## config.mk

```make
export PLATFORM = sky130hd
export DESIGN_NAME = fp_normalize_seq_flat
export DESIGN_NICKNAME = d
export VERILOG_FILES = /design/src/rtl/fpu_pkg.sv /design/src/rtl/fp_normalize_seq_if.sv /design/src/rtl/fp_normalize_seq.sv /design/src/flat_wrapper.sv
export SDC_FILE = /design/constraint.sdc
export NUM_CORES = 1
export LEC_CHECK = 0
export CORE_ASPECT_RATIO = 0.6
export CORE_UTILIZATION = 40
export DETAILED_ROUTE_END_ITERATION = 6
export DONT_BUFFER_PORTS = 1
export PLACE_DENSITY = 0.57
export SYNTH_ARGS = -nofsm -noshare
export SYNTH_HDL_FRONTEND = slang
export SYNTH_SLANG_ARGS = --single-unit
```

## constraint.sdc

```tcl
create_clock -name clk -period 4 [get_ports clk]
set_input_delay 0.8 -clock clk [delete_from_list [all_inputs] [get_ports clk]]
set_output_delay 0.8 -clock clk [all_outputs]
set_load 0.02 [all_outputs]
```

## src/rtl/fpu_pkg.sv

```systemverilog
`default_nettype none
// ============================================================================
// fpu_pkg : shared FSM states and default widths for the mantissa normalizer
// Revision : 1.0
// ============================================================================
package fpu_pkg;

  localparam int M_W_DEF    = 24;
  localparam int E_W_DEF    = 8;
  localparam int C_W_DEF    = 5;
  localparam int HIDDEN_BIT = M_W_DEF - 1;

  typedef enum logic [1:0] {
    IDLE  = 2'd0,
    SHIFT = 2'd1,
    DONE  = 2'd2
  } norm_state_e;

endpackage
`default_nettype wire

```

## src/rtl/fp_normalize_seq_if.sv

```systemverilog
`default_nettype none
// ============================================================================
// fp_normalize_seq_if : operand/result handshake bundle of the normalizer
// Revision : 1.0
// ============================================================================
interface fp_normalize_seq_if
  import fpu_pkg::*;
#(
  parameter int M_W = M_W_DEF,
  parameter int E_W = E_W_DEF,
  parameter int C_W = C_W_DEF
);

  logic           in_valid;
  logic           in_ready;
  logic [M_W-1:0] M_in;
  logic [E_W-1:0] E_in;
  logic           out_valid;
  logic           out_ready;
  logic [M_W-1:0] M_out;
  logic [E_W-1:0] E_out;
  logic [C_W-1:0] count;
  logic           zero;
  logic           underflow;

  modport master (
    output in_valid, M_in, E_in, out_ready,
    input  in_ready, out_valid, M_out, E_out, count, zero, underflow
  );

  modport slave (
    input  in_valid, M_in, E_in, out_ready,
    output in_ready, out_valid, M_out, E_out, count, zero, underflow
  );

endinterface
`default_nettype wire

```

## src/rtl/fp_normalize_seq.sv

```systemverilog
`default_nettype none
// ============================================================================
// fp_normalize_seq : one-shift-per-cycle mantissa normalizer with exponent
//                    adjust, zero detect and denormal-boundary stop
// Revision : 1.0
// ============================================================================
module fp_normalize_seq
  import fpu_pkg::*;
#(
  parameter int M_W = HIDDEN_BIT + 1,
  parameter int E_W = E_W_DEF,
  parameter int C_W = C_W_DEF
) (
  input  logic              clk,
  input  logic              rst,
  fp_normalize_seq_if.slave bus
);

  norm_state_e    state_q, state_d;
  logic [M_W-1:0] m_r_q, m_r_d;
  logic [E_W-1:0] e_r_q, e_r_d;
  logic [C_W-1:0] c_r_q, c_r_d;
  logic [M_W-1:0] m_out_q, m_out_d;
  logic [E_W-1:0] e_out_q, e_out_d;
  logic [C_W-1:0] count_q, count_d;
  logic           zero_q, zero_d;
  logic           underflow_q, underflow_d;
  logic           w_accept;

  assign bus.in_ready  = (state_q == IDLE) && !rst;
  assign bus.out_valid = (state_q == DONE);
  assign bus.M_out     = m_out_q;
  assign bus.E_out     = e_out_q;
  assign bus.count     = count_q;
  assign bus.zero      = zero_q;
  assign bus.underflow = underflow_q;

  assign w_accept = bus.in_valid && bus.in_ready;

  always_comb begin
    state_d     = state_q;
    m_r_d       = m_r_q;
    e_r_d       = e_r_q;
    c_r_d       = c_r_q;
    m_out_d     = m_out_q;
    e_out_d     = e_out_q;
    count_d     = count_q;
    zero_d      = zero_q;
    underflow_d = underflow_q;

    unique case (state_q)
      IDLE: begin
        if (w_accept) begin
          m_r_d   = bus.M_in;
          e_r_d   = bus.E_in;
          c_r_d   = '0;
          state_d = SHIFT;
        end
      end

      SHIFT: begin
        // Stop conditions are checked in priority order: zero, normalized, denormal boundary.
        if (m_r_q == '0) begin
          m_out_d     = '0;
          e_out_d     = '0;
          count_d     = '0;
          zero_d      = 1'b1;
          underflow_d = 1'b0;
          state_d     = DONE;
        end else if (m_r_q[M_W-1]) begin
          m_out_d     = m_r_q;
          e_out_d     = e_r_q;
          count_d     = c_r_q;
          zero_d      = 1'b0;
          underflow_d = 1'b0;
          state_d     = DONE;
        end else if (e_r_q <= E_W'(1)) begin
          m_out_d     = m_r_q;
          e_out_d     = '0;
          count_d     = c_r_q;
          zero_d      = 1'b0;
          underflow_d = 1'b1;
          state_d     = DONE;
        end else begin
          m_r_d = m_r_q << 1;
          e_r_d = e_r_q - E_W'(1);
          c_r_d = c_r_q + C_W'(1);
        end
      end

      DONE: begin
        if (bus.out_ready) begin
          state_d = IDLE;
        end
      end

      default: begin
        state_d = IDLE;
      end
    endcase
  end

  always_ff @(posedge clk) begin
    if (rst) begin
      state_q     <= IDLE;
      m_r_q       <= '0;
      e_r_q       <= '0;
      c_r_q       <= '0;
      m_out_q     <= '0;
      e_out_q     <= '0;
      count_q     <= '0;
      zero_q      <= 1'b0;
      underflow_q <= 1'b0;
    end else begin
      state_q     <= state_d;
      m_r_q       <= m_r_d;
      e_r_q       <= e_r_d;
      c_r_q       <= c_r_d;
      m_out_q     <= m_out_d;
      e_out_q     <= e_out_d;
      count_q     <= count_d;
      zero_q      <= zero_d;
      underflow_q <= underflow_d;
    end
  end

endmodule
`default_nettype wire
```

## src/flat_wrapper.sv

```systemverilog
// flat-port wrapper written by rule: the top's interface ports become plain ports
module fp_normalize_seq_flat import fpu_pkg::*;
#(
  parameter int M_W = HIDDEN_BIT + 1,
  parameter int E_W = E_W_DEF,
  parameter int C_W = C_W_DEF
)
  (clk, rst, bus_in_valid, bus_M_in, bus_E_in, bus_out_ready, bus_in_ready, bus_out_valid, bus_M_out, bus_E_out, bus_count, bus_zero, bus_underflow);
  fp_normalize_seq_if #(.M_W(M_W), .E_W(E_W), .C_W(C_W)) bus_i ();
  input  logic clk;
  input  logic rst;
  input wire logic [$bits(bus_i.in_valid)-1:0] bus_in_valid;
  input wire logic [$bits(bus_i.M_in)-1:0] bus_M_in;
  input wire logic [$bits(bus_i.E_in)-1:0] bus_E_in;
  input wire logic [$bits(bus_i.out_ready)-1:0] bus_out_ready;
  output wire logic [$bits(bus_i.in_ready)-1:0] bus_in_ready;
  output wire logic [$bits(bus_i.out_valid)-1:0] bus_out_valid;
  output wire logic [$bits(bus_i.M_out)-1:0] bus_M_out;
  output wire logic [$bits(bus_i.E_out)-1:0] bus_E_out;
  output wire logic [$bits(bus_i.count)-1:0] bus_count;
  output wire logic [$bits(bus_i.zero)-1:0] bus_zero;
  output wire logic [$bits(bus_i.underflow)-1:0] bus_underflow;
  assign bus_i.in_valid = bus_in_valid;
  assign bus_i.M_in = bus_M_in;
  assign bus_i.E_in = bus_E_in;
  assign bus_i.out_ready = bus_out_ready;
  assign bus_in_ready = bus_i.in_ready;
  assign bus_out_valid = bus_i.out_valid;
  assign bus_M_out = bus_i.M_out;
  assign bus_E_out = bus_i.E_out;
  assign bus_count = bus_i.count;
  assign bus_zero = bus_i.zero;
  assign bus_underflow = bus_i.underflow;
  fp_normalize_seq #(.M_W(M_W), .E_W(E_W), .C_W(C_W)) u_core (.clk(clk), .rst(rst), .bus(bus_i));
endmodule
```

==> summary.txt, run 1 <==
Route
  • Initial DRC count: 396
  • DRC Markers: 0
  • Via Count: 2,938
  • Antenna Nets Post-Route: 0
  • First-pass iteration count of the detailed router: 5
  • Routed len/inst: ~20 um
  • Final wirelength: a little under 10,000 um
  • Vias per std cell: 6.08

Die
  • Die Height: between 70 and 80 um
  • Core Region: approximately 8600 um2
  • IO Pins: between 70 and 80
  • DIE AREA: between 9000 and 10,000 um2
  • Die width: about 120 um
  • # rows: 26
  • Initial Utilization: 0.416

Synth
  • Syn Area/Cell: around 9.4 um2
  • Register area share after synthesis: 0.438
  • Unique masters post-synth: between 50 and 60
  • Top FF cell, synth: dfxtp_1
  • #FFs+latches synth: 78
  • Ys async rst share: 0
  • Post-synth EDFFs: 0
  • Syn. warnings: 0
  • Syn Inst Count: between 300 and 400
  • Synthesized area: between 3000 and 4000 um2
  • Syn nets: between 400 and 500

Placed design
  • Gpl congestion: 0.854
  • Hpwl dp: ~6500 um
  • PortBufs: 0

Setup path
  • Buf/Inv on CP: 1
  • Critical path class: reg2reg
  • Endpoint type of the worst setup path: flop
  • WP data arrival: about 3.1 ns
  • Worst path cell trace: inv_1, ha_1, nor2_1, o41a_4, o211a_1, nor2_4, a311o_1
  • CP delay by family, top: compound AO/OA/AOI/OAI gates
  • Startpoint types: flop
  • Max FO, Critical Path: 25
  • Data required, critical path: 4.22 ns
  • Slowest CP cell: o211a_1
  • Slowest stage delay, CP: just over 0.8 ns

Power
  • Leakage power: between 1.5 and 2 nW
  • Power Dens Cells: ~700 nW/um2
  • Int Pwr: between 0.0015 and 0.002 W
  • Sequential power share: 0.392
  • Combinational share of power: 0.313
  • P_sw: about 0.001 W
  • Sw frac: 0.374
  • Clk pwr share: 0.295
  • Maximum VDD drop: between 200 and 300 uV

Layout
  • Ant. Diodes: 0
  • Layout Nets: 406
  • Core Util, Final: 0.448
  • Ratio of cells with drive above 1 in the final layout: 0.127
  • P&R area growth vs syn: 7.75%

Global routing
  • Remaining Overflow, GRT: 0
  • Met1 usage: 0.315
  • Initial antenna violation count: 0
  • Met3 Resource Use GR: 0.0909
  • Busiest layer in global routing: met1
  • GRT Total Usage: 0.218
  • Vias in the first global route: 2,703
  • Met2 usage: 0.288
  • Global-route wire length before repair: around 15,000 um
  • Largest net degree at the start of global routing: 46

STA
  • Setup_tns: 0 ns
  • Tcrit/Tclk final: 0.710
  • Fin crit period: between 2 and 3 ns
  • Max-slew violation total from the final report: 0
  • Hold Slack: 0.489 ns
  • Hold Fails Final Rpt: 0
  • Relative max-transition margin: 0.368
  • Achievable frequency: about 0.35 GHz
  • Actual slew at the worst max-slew pin: 0.948 ns
  • RSZ-0062 raised after global routing: false
  • Final setup viols: 0
  • Skew final: ~0.0056 ns

Run
  • Max-cap violation count: 0

Clock network
  • TritonCTS clock tree: yes
  • # hold bufs at CTS: 0
  • Clock buffer count from CTS: 9
  • Post-CTS setup buffers: 0
  • Clock Sink Count: 78
  • CTS clk-pin slew, worst paths: 0.05 ns
  • Htree depth: 3
  • CTS resizes: 0
  • Clk_lat worst skew: about 0.33 ns
  • CTS max path bufs: 2
  • Clk root buf: clkbuf_16

Hold path
  • Class of the worst hold path: reg2reg

Status
  • Outcome: finished, final reports clean
-- sequential cells by signal, indices dropped and copies added (netlist names) --
signal,flops
u_core.bus.M_out,24
u_core.m_r_q,24
u_core.bus.E_out,8
u_core.e_r_q,8
u_core.bus.count,5
u_core.c_r_q,5
u_core.state_q,2
u_core.bus.underflow,1
u_core.bus.zero,1
-- synthesized netlist by cell type (all sizes together) (5+ instances only) --
master | number | area share
nand2 | 41 | 0.045
clkbuf | 16 | 0.017
nor4 | 8 | 0.014
a31o | 5 | 0.012
mux2i | 8 | 0.022
nor3 | 26 | 0.042
and3 | 18 | 0.032
o21ai | 11 | 0.016
a211oi | 19 | 0.053
a21oi | 32 | 0.046
a22o | 28 | 0.069
nor2 | 8 | 0.011
nand3 | 9 | 0.013
inv | 6 | 0.0063
buf | 15 | 0.040
dfxtp | 78 | 0.44
-- worst reg2reg max path, delay by kind of cell, from the launching register on --
| kind | cells | cell delay (ns) |
|---|---|---|
| compound gates | 3 | 1.57 |
| fa+ha+maj | 1 | 0.30 |
| simple gates | 2 | 0.36 |
| buf+inv | 1 | 0.09 |
| flops | 1 | 0.41 |
-- per-layer routing --
| metal | vias to the layer above | routed length, um |
|---|---|---|
| met5 | - | 0 |
| met1 | 1373 | 4740 |
| met3 | 13 | 1060 |
| met2 | 146 | 3750 |
| met4 | 0 | 148 |
| li1 | 1406 | - |
-- worst paths after layout --
check                  startpoint                  end  slack [ns]  depth (start not counted)
setup / recovery  u_core.e_r_q[0]      u_core.c_r_q[2]        1.16                          7
hold / removal    u_core.e_r_q[1]  u_core.bus.E_out[1]        0.49                          1
setup reg to reg  u_core.e_r_q[0]      u_core.c_r_q[2]        1.16                          7
hold reg to reg   u_core.e_r_q[1]  u_core.bus.E_out[1]        0.49                          1
-- kinds of logic after synthesis --
kind of cell    count (synthesis)  synth area share
compound gates                119             0.261
flops                          78             0.438
buf+inv                        38            0.0642
mux                             8            0.0224
simple gates                  134             0.204
fa+ha+maj                       3            0.0105
-- layout by cell type (no fill, tap or decap), types with 9 or more instances in the layout --
cell,instances
o21ai_0,10
a21oi_1,31
nand2_1,40
dfxtp_1,78
and3_1,18
nor3_1,23
a22o_1,28
clkbuf_16,9
a211oi_2,9
nand3_1,9
a211oi_1,10
-- stage by stage --
step                      area (um2)  total power (W)  cells  worst slack [ns]
after floorplan                 3570          0.00177    380              1.34
after global placement          3560          0.00188    468              1.33
after detailed placement        3560          0.00190    468              1.20
after CTS                       3840          0.00270    483              1.19
after global routing            3840          0.00284    483             0.976
final                           3840          0.00269    483              1.16
-- area by class of cell --
type                            instances  area, um2
Tap cell                              112        140
Clock inverter                          1       30.0
Fill cell                             858       4740
Clock buffer                           14        254
Timing Repair Buffer                    7       52.6
Sequential cell                        78       1560
Inverter                                7       26.3
Multi-Input combinational cell        264       1780
-- power groups by stage --
stage               logic [W]  registers [W]  clock network (W)
floorplan            0.000747        0.00102                  0
global placement     0.000815        0.00106                  0
detailed placement   0.000831        0.00107                  0
CTS                  0.000834        0.00105           0.000814
global route         0.000921        0.00107           0.000849
finish               0.000841        0.00105           0.000794
No activity file was read; power rests on OpenSTA's default activity.
==> inputs of run 2 (changes only) <==
--- a/config.mk
+++ b/config.mk
@@ -9,7 +9,7 @@
 export CORE_UTILIZATION = 40
 export DETAILED_ROUTE_END_ITERATION = 6
 export DONT_BUFFER_PORTS = 1
-export PLACE_DENSITY = 0.57
+export PLACE_DENSITY = 0.59
 export SYNTH_ARGS = -nofsm -noshare
 export SYNTH_HDL_FRONTEND = slang
 export SYNTH_SLANG_ARGS = --single-unit
==> constraint.sdc (replaced) <==
create_clock -name clk -period 2.35 [get_ports clk]
set_input_delay 0.47 -clock clk [delete_from_list [all_inputs] [get_ports clk]]
set_output_delay 0.47 -clock clk [all_outputs]
set_load 0.02 [all_outputs]
==> run 2 against run 1 <==
Net effect: final area rose by 3.3%; count of clock-buffer cells in the layout did not move; non-clock buffer count rose by 12; utilization rose by 1.5 points; critical endpoint unchanged; global-route usage rose by 0.44 points; worst hold slack got worse by 0.30 ns; fmax rose by 28%; sequential power rose by 71%; cell count rose by 2.7%; largest cell class unchanged.
==> summary.txt, run 2 (synthesis results as in run 1) <==
Power
  • Tot Pwr: 0.00475 W (+77%)
  • Leakage power: 1.61 nW (+5.2%)
  • Power Dens Cells: 1200 nW/um2 (+71%)
  • Maximum VDD drop: 471 uV (+66%)

Clock network
  • Clk_lat worst skew: 0.34 ns (about the same)
  • Clk root buf: clkbuf_16
  • Clock Sink Count: 78 (unchanged)
  • CTS max path bufs: 2 (unchanged)
  • TritonCTS clock tree: yes
  • Post-CTS setup buffers: 0 (unchanged)
  • CTS resizes: 0 (unchanged)
  • Clock buffer count from CTS: 9 (unchanged)
  • Htree depth: 3 (unchanged)
  • # hold bufs at CTS: 0 (unchanged)
  • CTS clk-pin slew, worst paths: 0.06 ns (about the same)

Die
  • DIE AREA: 9310 um2 (unchanged)
  • Die width: 124 um (unchanged)
  • Core Region: 8590 um2 (unchanged)
  • Die Height: 75.2 um (unchanged)
  • IO Pins: 77 (unchanged)
  • Initial Utilization: 0.416 (unchanged)
  • # rows: 26 (unchanged)

Layout
  • Multi-input logic area: 1780 um2 (unchanged)
  • P&R area growth vs syn: 11.3%
  • Core Util, Final: 0.462 (+0.0147)
  • Ant. Diodes: 0 (unchanged)
  • # fillers: 843 (-1.7%)
  • Ratio of cells with drive above 1 in the final layout: 0.169 (+0.0426)
  • Layout Nets: 418 (+3.0%)
  • Most frequent cells in the layout: 77 x dfxtp_1, 40 x nand2_1, 31 x a21oi_1, 28 x a22o_1, 23 x nor3_1
  • Commonest non-fill, non-tap cell in the layout: dfxtp_1
  • Register area: 1560 um2 (about the same)
  • Design Area, Final: 3970 um2 (+3.3%)

Setup path
  • Startpoint types: flop
  • R2r endpoint: u_core.c_r_q[2]
  • WP data arrival: 2.44 ns (-0.62 ns)
  • CP Launch Point: u_core.m_r_q[22]
  • Endpoint type of the worst setup path: flop
  • Critical path class: reg2reg
  • R2R Setup Slk: 0.14 ns (-1.02 ns)
  • Max FO, Critical Path: 18 (-28%)
  • Depth of the most critical reg-to-reg path: 6 (-1)
  • Data required, critical path: 2.58 ns (-1.64 ns)
  • R2R Path Start: u_core.m_r_q[22]

STA
  • Relative max-transition margin: 0.234 (-0.134)
  • Final setup viols: 0 (unchanged)
  • Max-slew violation total from the final report: 0 (unchanged)
  • Skew final: 0.00723 ns (+0.00166 ns)
  • Actual slew at the worst max-slew pin: 1.14 ns (+0.193 ns)
  • Fin worst setup slack: 0.136 ns (-1.02 ns)
  • RSZ-0062 raised after global routing: false
  • Tcrit/Tclk final: 0.942 (+0.232)
  • Setup_tns: 0 ns (unchanged)
  • Achievable frequency: 0.452 GHz (+28%)
  • Fin crit period: 2.21 ns (-0.626 ns)
  • Hold Fails Final Rpt: 0 (unchanged)

Status
  • Outcome: finished, final reports clean

Route
  • Routed len/inst: 19.6 um (-2.4%)
  • Via Count: 3,005 (+2.3%)
  • Initial DRC count: 291 (-27%)
  • First-pass iteration count of the detailed router: 5 (unchanged)
  • Vias per std cell: 6.06 (-0.40%)
  • Antenna Nets Post-Route: 0 (unchanged)
  • Final wirelength: 9720 um (+0.25%)
  • DRC Markers: 0 (unchanged)

Placed design
  • Post-DP Area: 3660 um2 (+2.9%)
  • Hpwl dp: 6660 um (+3.1%)
  • Gpl congestion: 0.853 (-0.19%)
  • PortBufs: 0 (unchanged)
  • Pre-CTS setup slack: 0.136 ns (-1.06 ns)

Global routing
  • Global-route wire length before repair: 15,200 um (+0.50%)
  • Vias in the first global route: 2,697 (-0.22%)
  • GRT Total Usage: 0.222 (+0.00444)
  • Remaining Overflow, GRT: 0 (unchanged)
  • Largest net degree at the start of global routing: 46 (unchanged)
  • Initial antenna violation count: 0 (unchanged)

Hold path
  • WHS Endpoint: u_core.e_r_q[1]
  • Class of the worst hold path: in2reg
  • Worst hold start: rst
  • Hold Crit Depth: 1 (unchanged)

Run
  • Max-cap violation count: 0 (unchanged)
run 2: cell types whose count changed in the layout (fill, tap and decap cells not counted), sizes merged:
cell and delta:
buf +12, bufinv -1, clkinv +1, clkinvlp +1
run 2: report_power, final:
group | switching (W) | total [W] | internal, W
registers | 0.000270 | 0.00180 | 0.00153
logic | 0.000959 | 0.00155 | 0.000595
clock network | 0.000539 | 0.00140 | 0.000858
run 2: layout make-up:
| type | instances | area share |
|---|---|---|
| clock buffers | 14 | 0.0740 |
| inverters | 7 | 0.00662 |
| flip-flops and latches | 78 | 0.394 |
| repair buffers | 19 | 0.0391 |
| well taps | 112 | 0.0353 |
| clock inverters | 2 | 0.00315 |
| multi-input cells | 264 | 0.448 |
run 2: metal layers:
| metal | wire, um | up-vias | GRT usage |
|---|---|---|---|
| met3 | 1020 | 11 | 0.107 |
| li1 | - | 1434 | - |
| met1 | 4750 | 1426 | 0.318 |
| met5 | 0 | - | 0 |
| met2 | 3860 | 134 | 0.291 |
| met4 | 88 | 0 | 0.0595 |
run 2: per-stage QoR:
| step | hold WS, ns | cells |
|---|---|---|
| 6_report | 0.184 | 496 |
| 5_1_grt | 0.167 | 496 |
| 4_1_cts | 0.178 | 496 |
| 3_5_place_dp | 0.499 | 480 |
| 3_3_place_gp | 0.490 | 480 |
| 2_1_floorplan | 0.448 | 380 |
run 2: worst max-delay path, cell delays in order (launching register included):
cell and delay (ns):
dfxtp_1 0.35, nor4_1 0.39, nand4_1 0.37, o211ai_4 0.38, buf_12 0.20, nor4b_1 0.06, a311o_1 0.33
run 2: worst max path at each step:
stage	to
6_report	u_core.c_r_q[2]
5_1_grt	u_core.e_r_q[6]
4_1_cts	u_core.e_r_q[6]
3_5_place_dp	u_core.e_r_q[6]
3_3_place_gp	u_core.e_r_q[6]
2_1_floorplan	u_core.m_r_q[8]
